## src/rtl/regfile_scoreboard.sv

```systemverilog
// Register file with per-register pending-write counters for an in-order issue scoreboard.
// Latency: combinational reads, writes/counter updates visible after the rising edge.
// Backpressure: issue_ready_o drops when a register already has MAXPEND claims.
// Optional REGFILE_SB_BYPASS_EN forwards same-cycle writeback data to the read ports.
package regfile_sb_pkg;
  localparam logic [31:0] STACK_TOP = 32'h0000_FFF0;
endpackage

module regfile_scoreboard
  import regfile_sb_pkg::*;
#(
  parameter int                DWIDTH  = 32,
  parameter int                NREGS   = 32,
  parameter int                NRD     = 2,
  parameter int                MAXPEND = 3,
  parameter logic [DWIDTH-1:0] SP_INIT = DWIDTH'(STACK_TOP),
  localparam int               AW      = $clog2(NREGS)
) (
  input  logic                  clk,
  input  logic                  rst,
  input  logic [NRD*AW-1:0]     rs_addr_i,
  output logic [NRD*DWIDTH-1:0] rs_data_o,
  output logic [NRD-1:0]        rs_busy_o,
  input  logic                  issue_valid_i,
  input  logic [AW-1:0]         issue_rd_i,
  output logic                  issue_ready_o,
  input  logic                  wb0_valid_i,
  input  logic [AW-1:0]         wb0_rd_i,
  input  logic [DWIDTH-1:0]     wb0_data_i,
  input  logic                  wb1_valid_i,
  input  logic [AW-1:0]         wb1_rd_i,
  input  logic [DWIDTH-1:0]     wb1_data_i,
  output logic                  err_o
);

  localparam int            PW   = $clog2(MAXPEND + 1);
  localparam logic [PW-1:0] PMAX = PW'(MAXPEND);

  logic [DWIDTH-1:0] regs_q [NREGS];
  logic [PW-1:0]     pend_q [NREGS];
  logic [PW-1:0]     pend_d [NREGS];
  logic              err_q, err_d;
  logic              issue_fire;

  // Result packs {underflow, new count}; underflow pins the count at zero.
  function automatic logic [PW:0] pend_step(input logic [PW-1:0] cur,
                                            input logic          inc,
                                            input logic [1:0]    dec);
    logic [PW+1:0] up;
    logic [PW+1:0] dn;
    up = {2'b00, cur} + {{(PW+1){1'b0}}, inc};
    dn = {{PW{1'b0}}, dec};
    if (up < dn) begin
      pend_step = {1'b1, {PW{1'b0}}};
    end else begin
      pend_step = {1'b0, PW'(up - dn)};
    end
  endfunction

  assign issue_ready_o = !((issue_rd_i != '0) && (pend_q[issue_rd_i] == PMAX));
  assign issue_fire    = issue_valid_i && issue_ready_o && (issue_rd_i != '0);
  assign err_o         = err_q;

  always_comb begin
    logic          inc;
    logic [1:0]    dec;
    logic [PW:0]   res;
    pend_d = pend_q;
    err_d  = err_q;
    inc    = 1'b0;
    dec    = 2'b00;
    res    = '0;
    pend_d[0] = '0;
    for (int r = 1; r < NREGS; r++) begin
      inc = issue_fire && (issue_rd_i == AW'(r));
      dec = {1'b0, wb0_valid_i && (wb0_rd_i == AW'(r))}
          + {1'b0, wb1_valid_i && (wb1_rd_i == AW'(r))};
      res = pend_step(pend_q[r], inc, dec);
      pend_d[r] = res[PW-1:0];
      if (res[PW]) begin
        err_d = 1'b1;
      end
    end
  end

  always_ff @(posedge clk or negedge rst) begin
    if (!rst) begin
      for (int r = 0; r < NREGS; r++) begin
        regs_q[r] <= (r == 2) ? SP_INIT : '0;
        pend_q[r] <= '0;
      end
      err_q <= 1'b0;
    end else begin
      pend_q <= pend_d;
      err_q  <= err_d;
      // wb1 is written last so it wins when both ports hit one register.
      if (wb0_valid_i && (wb0_rd_i != '0)) begin
        regs_q[wb0_rd_i] <= wb0_data_i;
      end
      if (wb1_valid_i && (wb1_rd_i != '0)) begin
        regs_q[wb1_rd_i] <= wb1_data_i;
      end
    end
  end

  for (genvar k = 0; k < NRD; k++) begin : g_rd
    logic [AW-1:0]     addr;
    logic [DWIDTH-1:0] rdat;
    logic              busy;

    assign addr = rs_addr_i[k*AW +: AW];

    always_comb begin
      rdat = regs_q[addr];
      busy = (pend_q[addr] != '0);
      if (addr == '0) begin
        rdat = '0;
        busy = 1'b0;
      end
`ifdef REGFILE_SB_BYPASS_EN
      else begin
        if (wb0_valid_i && (wb0_rd_i == addr)) begin
          rdat = wb0_data_i;
        end
        if (wb1_valid_i && (wb1_rd_i == addr)) begin
          rdat = wb1_data_i;
        end
      end
`endif
    end

    assign rs_data_o[k*DWIDTH +: DWIDTH] = rdat;
    assign rs_busy_o[k]                  = busy;
  end

endmodule

```

## config.mk

```make
export PLATFORM = sky130hd
export DESIGN_NAME = regfile_scoreboard
export DESIGN_NICKNAME = d
export VERILOG_FILES = /design/src/rtl/regfile_scoreboard.sv
export SDC_FILE = /design/constraint.sdc
export NUM_CORES = 2
export LEC_CHECK = 0
export CAP_MARGIN = 10
export CORE_MARGIN = 4
export CORE_UTILIZATION = 45
export CTS_CLUSTER_SIZE = 16
export DETAILED_ROUTE_END_ITERATION = 12
export PLACE_DENSITY = 0.72
export SLEW_MARGIN = 20
export SYNTH_ARGS = -nofsm -noshare
export SYNTH_HDL_FRONTEND = slang
export SYNTH_SLANG_ARGS = --single-unit
export TNS_END_PERCENT = 1
```

## constraint.sdc

```tcl
create_clock -name clk -period 8.85 [get_ports clk]
set_input_delay 1.77 -clock clk [delete_from_list [all_inputs] [get_ports clk]]
set_output_delay 1.77 -clock clk [all_outputs]
set_load 0.05 [all_outputs]
```

==> impl_metrics.yaml <==
critical_path:
  startpoint_type: "input port"
  cp_data_required_time_ps: 7080
  critPathCaptureType: "primary output"
  crit_type: "input port to primary output"
  critPathArrivalTime_ps: 5390
  setup.worst_path.start: "rs_addr_i[5]"
  r2r_start: "pend_q[48]"
  crit_fanout: 85
place:
  io_buffers: 161
  post-dp-hpwl_um: 154000
  gp_congestion: 0.946
  pre_cts_slack_ps: 1700
sta:
  setup_viol: 0
  fin_worst_skew_ps: 43.8
  drv_slew: 0
  fin_ws_ps: 1690
  period_needed_ps: 7160
  worst_pin_slew_ps: 1270
  max_freq_mhz: 140
  relSlewSlack: 0.144
  fin_crit_sh: 0.809
  tns_ps: 0
  finalHoldViolCount: 0
  grt_setup_unrepaired: "false"
layout:
  seq_area_mm2: 0.0272
  syn2layout_area_growth_pct: 9.17
  multiInputGateArea_mm2: 0.0388
  drive_gt1_frac: 0.177
  final_nets: 6351
  fill_cells: 13100
clock_tree:
  clk_latency_ps: 780
  htree_num_levels: 3
  clock_path_buffers: 3
  postCtsSetupRepairBufs: 0
  clock-sinks: 1087
  cts_root_buf: "clkbuf_16"
  cts_resized: 0
  numCtsBuffers: 114
  clkTransAtPathRegs_ps: 70
  cts_tree: "done"
  holdBufCountCts: 0
yosys:
  syn_inst: 6420
  synth.avg_cell_area_um2: 10.8
  ys_ff_latch: 1087
  yosys_warnings: 0
  syn-num-nets: 6669
  netlist_area_mm2: 0.0694
  synthArstFlopShare: 1.00
  synth_ff_type: "dfrtp_1"
  yosysSeqAreaShare: 0.392
  synth_edf_count: 0
  yosys.cell_types.count: 67
detailed_routing:
  first_pass_iters: 10
  finalWirelength_um: 267000
  ant_nets: 0
  wire_per_inst_um: 32.4
  viasPerCell: 6.86
  drc: 0
  vias: 56600
  drtIter0Drc: 8833
die:
  num_rows: 143
  fp.dieH_um: 401
  die_area_mm2: 0.161
  ios: 162
  die_x_um: 401
  core_area_mm2: 0.153
  initial_utilization: 0.455
grt:
  overflow: 0
  grt_max_degree: 158
  grtUsageTotal: 0.324
  antenna_found_initial: 27
  grt_pass1_wl_um: 386000
  grt_pass1_vias: 55700
run:
  cap_violations: 0
power_and_ir_drop:
  power_density_mw_per_mm2: 225
  p_leak_nw: 32.9
  ir_drop_uv: 174
worst_hold_path:
  hp-start: "regs_q[1011]"
  hp-class: "register to register"
run_status:
  status: "finished clean"
[layout by cell type (no fill, tap or decap), types with 27 or more instances in the layout]
master / count
clkdlybuf4s50_1: 123
clkbuf_16: 114
clkbuf_1: 27
and2_1: 47
a21oi_1: 383
buf_2: 30
o21ai_1: 114
fa_1: 31
a22oi_1: 260
buf_4: 158
ha_1: 124
mux4_2: 592
nor2_1: 475
nor3_1: 33
nand2_1: 670
inv_1: 97
xnor2_1: 31
a21o_1: 64
o21ai_0: 529
o22ai_1: 65
mux2i_1: 840
dfrtp_1: 1075
[layer usage]
layer,global-route usage,wire (µm),part of all wire,up-vias
met2,0.466,113000,0.42,4568
met1,0.398,91800,0.34,27900
met3,0.129,39700,0.15,1253
met4,0.228,22600,0.084,30
met5,0.00268,233,0.00087,-
li1,-,-,-,22800
[report_power, final]
group	total (mW)	switching [mW]	leakage [nW]	internal, mW
clock network	5.11	2.23	1.92	2.88
logic	4.68	2.25	17.5	2.43
registers	7.30	1.07	13.5	6.23
[worst max-delay path, cell delays in order]
cell,delay [ps]
buf_8,630
buf_12,630
mux4_2,590
mux4_2,480
a21o_1,340
clkdlybuf4s50_1,770
[metrics by stage]
stage / area [µm²] / total power [mW] / hold WS (ps) / std cells / utilization
2_1_floorplan: 69400 / 10.5 / 441 / 6420 / -
3_3_place_gp: 72000 / 11.7 / 377 / 8016 / 0.471
3_5_place_dp: 71900 / 11.9 / 382 / 8016 / 0.471
4_1_cts: 75800 / 17.0 / 397 / 8227 / 0.497
5_1_grt: 75700 / 17.8 / 406 / 8233 / 0.496
6_report: 75800 / 17.1 / 397 / 8247 / 0.497
[flip-flops by register name (all words and copies together), names as in the netlist]
register / flops
err_o: 1
regs_q: 1024
pend_q: 62
[cells in the mapped netlist, types with 65 or more instances]
cell      number  area [µm²]
ha_1         124        1550
a22oi_1      260        1950
nand2_1      690        2590
o21ai_1      114         571
mux4_2       592       13300
o21ai_0      529        2650
clkbuf_1     499        1870
inv_1         98         368
dfrtp_1     1075       26900
nor2_1       501        1880
buf_2        145         726
o22ai_1       65         407
a21oi_1      383        1920
mux2i_1      840        8410
[kinds of logic after synthesis]
logic type | share of synthesized area
flops | 0.392
fa+ha+maj | 0.0313
compound gates | 0.122
buf+inv | 0.0549
simple gates | 0.0805
mux | 0.315
xor+xnor | 0.00391
[worst paths after layout]
path                            endpoint  slack (ps)  depth (start not counted)
hold reg to reg             regs_q[1011]         400                          0
min in group asynchronous    regs_q[123]        1030                          1
setup / recovery           rs_data_o[47]        1690                          6
max in group asynchronous    regs_q[393]        5710                          3
hold / removal              regs_q[1011]         400                          0
setup reg to reg                   err_o        4720                         11
[layout make-up]
class	count	area share
clock inverter	46	0.00829
multi-input combinational	4469	0.512
sequential	1087	0.359
timing repair buffer	330	0.0384
tap	2030	0.0335
inverter	100	0.00497
antenna	20	0.000660
clock buffer	165	0.0433
Note: power is estimated with default switching activity, not from simulation.
